## src/rtl/alu_result_stage.sv

```systemverilog
// One-entry registered output buffer that selects the ALU result for the
// requested operation, derives flags, and counts accepted entries.
// The AND bus is named r_and because "rand" is a reserved word in SystemVerilog.
module alu_result_stage #(
   parameter int N = 4
) (
   input  logic         clk,
   input  logic         rst,
   input  logic         in_valid,
   output logic         in_ready,
   input  logic [3:0]   op,
   input  logic [N-1:0] rsum,
   input  logic [N-1:0] rsub,
   input  logic [N-1:0] rmult,
   input  logic [N-1:0] rdiv,
   input  logic [N-1:0] rmod,
   input  logic [N-1:0] r_and,
   input  logic [N-1:0] ror,
   input  logic [N-1:0] rxor,
   input  logic [N-1:0] rshr,
   input  logic [N-1:0] rshl,
   output logic         out_valid,
   input  logic         out_ready,
   output logic [N-1:0] result,
   output logic [3:0]   op_q,
   output logic         flag_z,
   output logic         flag_n,
   output logic         flag_err,
   output logic [7:0]   op_count
);

   typedef enum logic {
      EMPTY,
      FULL
   } state_t;

   state_t       state;
   state_t       next_state;
   logic         accept;
   logic [N-1:0] sel_result;
   logic         sel_err;

   // A held entry can be replaced in the same cycle it drains, so there is no bubble.
   assign in_ready  = (state == EMPTY) || out_ready;
   assign accept    = in_valid && in_ready;
   assign out_valid = (state == FULL);

   always_comb begin
      sel_result = '0;
      sel_err    = 1'b0;
      case (op)
         4'd0:    sel_result = rsum;
         4'd1:    sel_result = rsub;
         4'd2:    sel_result = rmult;
         4'd3:    sel_result = rdiv;
         4'd4:    sel_result = rmod;
         4'd5:    sel_result = r_and;
         4'd6:    sel_result = ror;
         4'd7:    sel_result = rxor;
         4'd8:    sel_result = rshr;
         4'd9:    sel_result = rshl;
         default: sel_err    = 1'b1;
      endcase
   end

   always_comb begin
      next_state = state;
      case (state)
         EMPTY:   if (accept) next_state = FULL;
         FULL:    if (out_ready && !accept) next_state = EMPTY;
         default: next_state = EMPTY;
      endcase
   end

   always_ff @(posedge clk or negedge rst) begin
      if (!rst) begin
         state <= EMPTY;
      end else begin
         state <= next_state;
      end
   end

   // Payload registers only move on accept; draining leaves the last entry visible.
   always_ff @(posedge clk or negedge rst) begin
      if (!rst) begin
         result   <= '0;
         op_q     <= '0;
         flag_z   <= 1'b0;
         flag_n   <= 1'b0;
         flag_err <= 1'b0;
      end else if (accept) begin
         result   <= sel_result;
         op_q     <= op;
         flag_z   <= (sel_result == '0);
         flag_n   <= sel_result[N-1];
         flag_err <= sel_err;
      end
   end

   always_ff @(posedge clk or negedge rst) begin
      if (!rst) begin
         op_count <= '0;
      end else if (accept && (op_count != 8'hFF)) begin
         op_count <= op_count + 8'd1;
      end
   end

endmodule
```

## config.mk

```make
export PLATFORM = sky130hd
export DESIGN_NAME = alu_result_stage
export DESIGN_NICKNAME = d
export VERILOG_FILES = /design/src/rtl/alu_result_stage.sv
export SDC_FILE = /design/constraint.sdc
export NUM_CORES = 1
export LEC_CHECK = 0
export ABC_CLOCK_PERIOD_IN_PS = 4500
export CAP_MARGIN = 20
export CORE_AREA = 2 2 60 62
export DETAILED_ROUTE_END_ITERATION = 16
export DIE_AREA = 0 0 62 64
export DONT_BUFFER_PORTS = 1
export PLACE_DENSITY = 0.6
export SYNTH_ARGS = -nofsm -noshare
export SYNTH_HDL_FRONTEND = slang
export SYNTH_SLANG_ARGS = --single-unit
```

## constraint.sdc

```tcl
create_clock -name clk -period 4.5 [get_ports clk]
set_input_delay 1.35 -clock clk [delete_from_list [all_inputs] [get_ports clk]]
set_output_delay 1.35 -clock clk [all_outputs]
set_load 0.1 [all_outputs]
```

Word level (Yosys, flattened, before mapping)

Index checks and enable logic that the tools add are counted.

Bits in registers: 20
Output and inout port bits: 21

Add/sub/neg operators: 1
Equality and inequality tests: 10
Mux-type cells: 5
Bitwise gates (word level): 1
Reductions and logical operators: 8

Operators with widths:

| kind                | count |
|---|---|
| $pmux 4 s10         | 1 |
| $eq 4x3->1 const B  | 4 |
| $reduce_or 10->1    | 1 |
| $add 8x1->8 const B | 1 |
| $eq 4x2->1 const B  | 2 |
| $eq 4x4->1 const B  | 2 |
| $logic_not 4->1     | 2 |
| $ne 8x8->1 const B  | 1 |
| $eq 4x1->1 const B  | 1 |
| $logic_and 1x1->1   | 3 |
| $mux 1              | 3 |
| $pmux 1 s2          | 1 |
| $logic_not 1->1     | 1 |
| $logic_or 1x1->1    | 1 |
| $not 1->1           | 1 |

Logic depth before layout (Yosys ltp)

Gate-level depths: netlist (run 1).

Depth after elaboration: 7
Gate-level depth with buffers: 7

Worst setup path after synthesis (run 1)

No wires, ideal clock.

Kind: input to output
Start: input out_ready
End: output in_ready
Data arrival time: 2.169 ns
Path slack: 0.981 ns
Cell stages on the path: 1
Path buffers: 0
Cells stage by stage: nand2b_1

Word-level cells in the longest chain between the ends: 1

RTL lines:

| item             | line | RTL |
|---|---|---|
| start, declared  | 23   | `input logic out_ready,` |
| $logic_or 1x1->1 | 44   | `assign in_ready = (state == EMPTY) \|\| out_ready;` |
| end, declared    | 10   | `output logic in_ready,` |

No other way between the ends.

Worst setup path after layout (run 1)

Ends and elaborated chain as after synthesis.

==> results of run 1 <==
## synth_stat cells (all sizes together) (2+ instances only)
cell type / number
a21oi: 8
a311oi: 2
and3: 2
buf: 8
clkbuf: 2
dfrtp: 19
mux2: 9
mux2i: 7
nand2: 11
nand2b: 3
nand3: 3
nand3b: 4
nand4: 5
nand4b: 2
nor2: 5
nor3: 4
nor3b: 3
nor4b: 2
o21ai: 6
xnor2: 4
xor2: 3
## sequential cells by signal, summed over array words and instances (netlist names)
register,count
op_count,8
op_q,4
flag_z,1
result,4
out_valid,1
flag_err,1
## cells in the final DEF (no fill, tap or decap), drive strengths merged, types with 2 or more instances in the layout
master,Yosys,final
nor2,5,5
mux2i,7,7
nand3b,4,4
nor3b,3,3
a21oi,8,8
xor2,3,3
dfrtp,19,19
nor3,4,4
xnor2,4,4
nand4b,2,2
nand4,5,5
clkbuf,2,3
o21ai,6,6
and3,2,2
nor4b,2,2
nand3,3,3
mux2,9,9
nand2b,3,3
nand2,11,11
a311oi,2,2
## kinds of logic (layout without fill, tap and decap cells)
logic type | count (synthesis) | in the layout | share of synthesized area, %
and+or+nand+nor | 52 | 52 | 24.71
DFF | 19 | 19 | 37.55
adders and majority gates | 1 | 1 | 0.9880
xor gates and xnor gates | 7 | 7 | 4.842
buffers and inverters | 11 | 6 | 6.126
muxes | 16 | 16 | 13.54
AOI/OAI and AO/OA | 23 | 23 | 12.25
## through the flow
stage               std cells  cell area (um2)  hold WS (ps)  setup slack (ps)  utilization, %
global route              170             1286         709.4              1357           39.16
finish                    170             1286         738.8              1391           39.16
floorplan                 129             1266         971.0             980.9               -
CTS                       170             1286         724.0              1390           39.16
detailed placement        166             1259          1023              1348           38.32
global placement          166             1259          1019              1390           38.32
## cell type report
cell class / instances / area (um2) / share of cell area [%]
Clock buffer: 3 / 22.52 / 1.751
Clock inverter: 1 / 5.005 / 0.3891
Inverter: 1 / 3.754 / 0.2918
Multi-Input combinational cell: 99 / 713.2 / 55.45
Sequential cell: 19 / 476.7 / 37.06
Tap cell: 46 / 57.56 / 4.475
Timing Repair Buffer: 1 / 7.507 / 0.5837
## layer usage
layer | wire (um) | GRT usage (%) | up-vias
met1 | 1238 | 19.31 | 467
met3 | 266 | 3.441 | 4
met4 | 29 | 4.787 | 0
met5 | 0 | 0 | -
li1 | - | - | 470
met2 | 1510 | 26.43 | 51
## power by group
part	internal, mW	total (mW)	switching [mW]
clock network	0.0330	0.0817	0.0487
registers	0.203	0.560	0.357
logic	0.0539	0.0959	0.0420
total	0.290	0.738	0.447
## how the worst max path moves through the flow
stage                         start       end  slack, ps
after floorplan           out_ready  in_ready        980
after global placement    out_ready  in_ready       1390
after detailed placement  out_ready    flag_z       1350
after CTS                 out_ready  in_ready       1390
after global routing      out_ready  in_ready       1360
final                     out_ready  in_ready       1390
==> run_results.csv, run 1 <==
group,metric,value,unit
run_status,status,"completed",
logic_synthesis,synth_edf_count,0,
floorplanning,rows,21,
critical_path,path_max_fanout,5,
floorplanning,die_w,62,um
global_route,antenna_found_initial,0,
logic_synthesis,ys_ff_latch,19,
sta,post-route-period-util,69.09,%
sta,relSlewSlack,32.08,%
logic_synthesis,yosysTopAreaCell,"dfrtp_1",
final_layout,antenna-diode-count,0,
logic_synthesis,synthCells,129,
worst_hold_path,hp-class,"input port to async pin",
critical_path,critPathKind,"input port to output port",
floorplanning,fp.dieH,64,um
critical_path,r2r_cells,6,
cts,hold_buffers,0,
global_route,grt_pass1_vias,1022,
floorplanning,die_area,3968,um2
placement,port_buffers,0,
sta,final-hold-violation-count,0,
power,p_per_area,573.4,nW/um2
critical_path,cp_num_cells,2,
sta,finalSetupTns,0,ps
cts,cts_made_buffers,3,
critical_path,crit_buf_inv,1,
routing,wl,3.044,mm
job,cap_violations,0,
placement,globalplace.congestion,0.7821,
sta,setup_viol,0,
logic_synthesis,yosysWarnings,0,
sta,rsz0062_at_grt,"false",
cts,cts_root_buffer,"clkbuf_4",
sta,fin_worst_skew,8.840,ps
floorplanning,coreArea,3284,um2
routing,drt_pre_antenna_iters,4,
global_route,grt_max_degree,25,
critical_path,cp-start-kind,"input port",
logic_synthesis,postSynthAreaPerCell,9.816,um2
sta,fmax,321.6,MHz
floorplanning,io_pins,69,
cts,postCtsSetupRepairBufs,0,
routing,ant_nets,0,
cts,clk_pin_slew_worst_paths,110,ps
logic_synthesis,syn-num-nets,178,
logic_synthesis,synth.distinct_cells,43,
final_layout,area_growth_syn_to_layout,1.581,%
floorplanning,start_util,38.55,%
cts,clk_latency,290,ps
critical_path,cp-end-kind,"output port",
logic_synthesis,synth_area,1266,um2
cts,cts_tree,"done",
critical_path,arrival,1760,ps
sta,tightest_slew,1019,ps
power,p_total,737.5,uW
global_route,grt_pass1_wl,4.747,mm
logic_synthesis,async_flop_share,100.0,%
final_layout,drive_gt1_share,14.52,%
sta,maxSlewViolCount,0,
routing,drt-initial-drc-count,75,
routing,drc,0,
critical_path,critical_path.slowest_cell,"buf_4",
cts,clk_path_buf_depth,2,
final_layout,fillers,321,
routing,routedWlPerCell,17.91,um
global_route,globalRoute.totalOverflow,0,
power,p_leak,0.5128,nW
routing,vias,992,
logic_synthesis,synth_ff_type,"dfrtp_1",
routing,viasPerCell,5.835,
cts,clock_sinks,19,
placement,post-dp-hpwl,2.317,mm
critical_path,regToRegSetupSlack,1830,ps
critical_path,path_cells,"nand2b_1 -> buf_4",
sta,finalCriticalPeriod,3109,ps
critical_path,reg2reg_from,"out_valid",
cts,post_cts_resized,0,
logic_synthesis,yosysTopAreaCellShare,37.55,%
final_layout,final_net_count,174,
critical_path,crit_family,"buffers and inverters",
cts,h-tree-depth,1,
critical_path,critPathMaxStageDelay,330,ps
critical_path,r2r-end,"flag_z",
logic_synthesis,synth_area_leaders,"dfrtp_1 38%, mux2_2 7.1%, mux2i_1 5.5%",
power,max-vdd-ir-drop,0.4019,mV
critical_path,crit_required,3150,ps
logic_synthesis,yosysSeqAreaShare,37.55,%
global_route,grt_usage,15.67,%
No activity file was read; power rests on OpenSTA's default activity.
==> run 2: changes to the inputs <==
Settings changed: ABC_CLOCK_PERIOD_IN_PS 4500 to 2600, PLACE_DENSITY 0.6 to 0.62.
Clock period 4.5 ns to 2.6 ns, I/O delays scaled along.
==> run 2 against run 1 <==
  * Via count increased by 2.4%
  * Final area increased by 8.9%
  * Clock power grew 70%
  * Highest routed layer unchanged
==> run_results.csv, run 2 (synthesis results as in run 1) <==
group,metric,value,unit
run_status,status,"completed",
final_layout,final_cells,185,
power,p_per_area,978.0,nW/um2
critical_path,critPathKind,"flop to flop",
placement,globalplace.congestion,0.7474,
sta,fmax,462.9,MHz
sta,post-route-period-util,83.09,%
critical_path,arrival,2320,ps
sta,rsz0062_at_grt,"false",
sta,final-hold-violation-count,0,
final_layout,largest_registers,"op_count x8, op_q x4, result x4",
placement,post-dp-hpwl,2.452,mm
cts,clk_pin_slew_worst_paths,100,ps
floorplanning,rows,21,
final_layout,final_net_count,189,
floorplanning,die_w,62,um
cts,cts_made_buffers,3,
floorplanning,start_util,38.55,%
routing,routedWlPerCell,16.62,um
final_layout,drive_gt1_share,23.74,%
critical_path,path_cells,"buf_4 -> nand4_1 -> o211a_1 -> nand4_1 -> nor2_1 -> xor2_1",
global_route,globalRoute.totalOverflow,0,
final_layout,finish.instance_area,1400,um2
placement,place_area,1374,um2
final_layout,area_growth_syn_to_layout,10.57,%
global_route,grt_usage,14.49,%
job,cap_violations,0,
critical_path,cp-end-kind,"flop",
power,p_total,1.369,mW
sta,setup_viol,0,
final_layout,top_register,"op_count",
cts,cts_tree,"done",
floorplanning,coreArea,3284,um2
final_layout,largest_register_ffs,8,
critical_path,critPathMaxStageDelay,950,ps
critical_path,path_max_fanout,6,
placement,port_buffers,0,
routing,drc,0,
routing,wl,3.074,mm
sta,maxSlewViolCount,0,
final_layout,fillers,348,
cts,h-tree-depth,1,
power,max-vdd-ir-drop,0.7678,mV
final_layout,layout_commonest_cell,"dfrtp_1",
final_layout,antenna-diode-count,0,
floorplanning,io_pins,69,
critical_path,cp_common_cell,"nand4_1",
cts,hold_buffers,0,
worst_hold_path,hp-class,"input port to async pin",
cts,clk_latency,280,ps
sta,relSlewSlack,38.12,%
placement,dp_cells,181,
global_route,grt_pass1_wl,4.319,mm
floorplanning,die_area,3968,um2
final_layout,multi_input_area,715.7,um2
routing,ant_nets,0,
critical_path,cp-start-kind,"flop",
cts,post_cts_resized,0,
sta,finalSetupTns,0,ps
floorplanning,fp.dieH,64,um
global_route,grt_max_degree,25,
cts,postCtsSetupRepairBufs,0,
routing,drt-initial-drc-count,52,
sta,fin_worst_skew,2.627,ps
sta,tightest_slew,928.3,ps
cts,clk_path_buf_depth,2,
final_layout,seqCellArea,476.7,um2
global_route,antenna_found_initial,0,
routing,drt_pre_antenna_iters,7,
cts,clock_sinks,19,
routing,vias,1016,
global_route,grt_pass1_vias,985,
power,p_leak,0.5853,nW
sta,finalCriticalPeriod,2160,ps
routing,viasPerCell,5.492,
critical_path,critical_path.slowest_cell,"dfrtp_1",
sta,hold_ws,179.3,ps
critical_path,crit_required,2760,ps
final_layout,final_cell_mix,"18 x dfrtp_1, 16 x buf_4, 11 x nand2_1",
cts,cts_root_buffer,"clkbuf_4",
run 2: changes by cell type in the layout (fill, tap and decap cells not counted), sizes merged:
cell / delta
clkbuf: +1
clkinv: -1
buf: +15
run 2: metrics by stage:
stage               util, %  setup WS (ps)
finish                42.63          439.7
global route          42.63          345.7
CTS                   42.63          421.2
detailed placement    41.83          448.9
global placement      41.83          515.6
floorplan                 -          36.77
run 2: layout make-up:
type | instances | area share, %
well taps | 46 | 4.111
clock buffers | 4 | 1.877
multi-input cells | 99 | 51.12
flip-flops and latches | 19 | 34.05
inverters | 1 | 0.2681
repair buffers | 16 | 8.579
run 2: routing by layer:
layer  routed length, um  global-route usage, %  vias up  part of all wire [%]
li1                    -                      -      495                     -
met1                1240                  15.71      470                    40
met2                1522                  25.52       49                    50
met3                 299                  5.263        2                   9.7
met4                  12                  3.989        0                  0.39
met5                   0                      0        -                     0
run 2: critical path: cells and delay by family, from the launching register on:
kind	cells	cell delay (ps)
DFF	1	950
and+or+nand+nor	3	360
AOI/OAI and AO/OA	1	330
buffers and inverters	1	260
xor gates and xnor gates	1	140
run 2: where the power goes:
part	leakage [nW]	switching, mW	total [mW]	internal, mW
Sequential	0.234	0.205	0.565	0.360
Clock	0.0150	0.0797	0.139	0.0594
Combinational	0.337	0.502	0.665	0.163
run 2: worst paths after layout:
kind | startpoint | endpoint | slack [ps] | cells past startpoint
max in group asynchronous | rst | result[3] | 2340 | 0
hold / removal | rst | op_q[3] | 180 | 0
hold reg to reg | out_valid | out_valid | 580 | 2
min in group clk | out_valid | out_valid | 580 | 2
setup / recovery | op_count[4] | op_count[7] | 440 | 6
setup reg to reg | op_count[4] | op_count[7] | 440 | 6
==> run 3: changes to the inputs <==
Settings changed: ABC_CLOCK_PERIOD_IN_PS 2600 to 1800.
Clock period 2.6 ns to 1.8 ns, I/O delays scaled along.
==> run 3 against run 2 <==
  * Critical path depth decreased by 4
  * Final area increased by 7.0%
  * Flip-flop and latch count unchanged
  * Routed wire length decreased by 0.49%
  * Non-clock buffer count increased by 4
  * First-iteration DRC count decreased by 46%
  * Global-route usage increased by 1.7 points
  * Die area unchanged
  * Critical path type is now flop to output port
==> run_results.csv, run 3 (synthesis results as in run 1) <==
group,metric,value,unit
run_status,status,"completed",
final_layout,largest_registers,"op_count x8, op_q x4, result x4",
critical_path,cp-end-kind,"output port",
floorplanning,die_w,62,um
sta,final-hold-violation-count,0,
cts,clk_path_buf_depth,2,
sta,tightest_slew,855.9,ps
cts,clk_pin_slew_worst_paths,100,ps
global_route,grt_pass1_vias,1016,
placement,port_buffers,0,
routing,wl,3.059,mm
final_layout,fillers,326,
global_route,globalRoute.totalOverflow,0,
critical_path,arrival,1140,ps
job,cap_violations,0,
routing,viasPerCell,5.439,
global_route,grtUsageMet1,22.76,%
worst_hold_path,min-delay-start,"in_valid",
final_layout,largest_register_ffs,8,
power,power.share.clock,10.5,%
worst_hold_path,hp-class,"input port to flop",
routing,ant_nets,0,
final_layout,finish.instance_area,1498,um2
power,max-vdd-ir-drop,0.7032,mV
global_route,grt_util_met2,22.79,%
power,p_comb_share,56.0,%
floorplanning,start_util,38.55,%
final_layout,multi_input_area,742.0,um2
critical_path,crit_required,1260,ps
placement,place_area,1446,um2
critical_path,r2r-end,"op_count[7]",
critical_path,path_max_fanout,5,
floorplanning,rows,21,
global_route,antenna_found_initial,0,
sta,hold_ws,348.9,ps
placement,post-dp-hpwl,2.387,mm
cts,cts_root_buffer,"clkbuf_4",
worst_hold_path,hold_depth,1,
sta,fin_worst_skew,4.969,ps
routing,drt_pre_antenna_iters,4,
sta,rsz0062_at_grt,"false",
power,p_int,899.6,uW
cts,postCtsSetupRepairBufs,0,
placement,dp_slack,-29.53,ps
cts,clock_sinks,19,
cts,h-tree-depth,1,
worst_hold_path,holdPathEnd,"out_valid",
sta,setup_viol,0,
sta,maxSlewViolCount,0,
power,seqPwrFrac,33.6,%
power,p_leak,0.6010,nW
final_layout,antenna-diode-count,0,
final_layout,top_register,"op_count",
global_route,grt_usage,16.21,%
final_layout,seqCellArea,499.2,um2
sta,relSlewSlack,42.75,%
critical_path,reg2reg_from,"op_count[0]",
global_route,grt_pass1_wl,4.954,mm
routing,vias,1028,
critical_path,critPathKind,"flop to output port",
critical_path,regToRegSetupSlack,150,ps
critical_path,r2r_cells,6,
floorplanning,fp.dieH,64,um
cts,clk_latency,290,ps
sta,fmax,596.3,MHz
global_route,grt_util_met3,5.668,%
sta,post-route-period-util,93.17,%
power,p_sw_share,56.38,%
global_route,grt_max_degree,25,
cts,cts_tree,"done",
sta,finalCriticalPeriod,1677,ps
global_route,grt_busiest_layer,"met2",
floorplanning,die_area,3968,um2
critical_path,cp-start-kind,"flop",
final_layout,layout_commonest_cell,"buf_4",
final_layout,final_net_count,193,
placement,globalplace.congestion,0.8164,
power,p_per_area,1377,nW/um2
floorplanning,coreArea,3284,um2
routing,drt-initial-drc-count,28,
final_layout,drive_gt1_share,35.66,%
final_layout,area_growth_syn_to_layout,18.28,%
power,p_switching,1.163,mW
sta,worst_slack,122.9,ps
final_layout,final_cell_mix,"17 x buf_4, 10 x nand2_1, 10 x dfrtp_2",
routing,drc,0,
routing,routedWlPerCell,16.19,um
floorplanning,io_pins,69,
cts,cts_made_buffers,3,
[run 3: stage by stage]
step / std cells / util, % / total power, mW / setup TNS (ps)
floorplan: 129 / - / 1.650 / -125.4
global placement: 184 / 44.04 / 1.827 / 0
detailed placement: 184 / 44.04 / 1.848 / -29.53
CTS: 189 / 45.26 / 2.076 / 0
global route: 189 / 45.60 / 2.161 / 0
finish: 189 / 45.60 / 2.062 / 0
[run 3: what timing repair did]
item / in CTS / in global routing
hold buffers: 1 / 0
setup endpoints to repair: 3 / 2
gates resized for setup: 3 / 2
pin swaps: 0 / 0
hold endpoints to repair: 19 / 0
[run 3: final cells by class]
type	instances	share of cell area, %
Clock buffer	4	1.754
Inverter	1	0.2506
Multi-Input combinational cell	99	49.54
Sequential cell	19	33.33
Tap cell	46	3.843
Timing Repair Buffer	20	11.28
[run 3: layer usage]
layer | vias up | part of all wire (%)
met5 | - | 0
met4 | 0 | 1.1
met3 | 2 | 9.3
met2 | 41 | 47
met1 | 476 | 42
li1 | 509 | -
[run 3: power groups by stage]
stage	Sequential (mW)	Clock [mW]	Combinational (mW)
floorplan	1.38	0	0.269
global placement	0.691	0	1.14
detailed placement	0.700	0	1.15
CTS	0.693	0.223	1.16
global route	0.705	0.251	1.21
finish	0.692	0.216	1.15
[run 3: worst max-delay path by stage]
stage / from / cells after the start / slack (ps) / endpoint
CTS: out_valid / 2 / 50 / in_ready
global placement: op[1] / 5 / 30 / flag_z
global route: out_valid / 2 / 60 / in_ready
detailed placement: op[0] / 5 / -30 / flag_z
finish: out_valid / 2 / 120 / in_ready
floorplan: out_valid / 5 / -90 / flag_z
[run 3: worst max-delay path: stages (launching register included)]
cell	delay (ps)
dfrtp_4	500
nand2b_4	110
buf_6	230
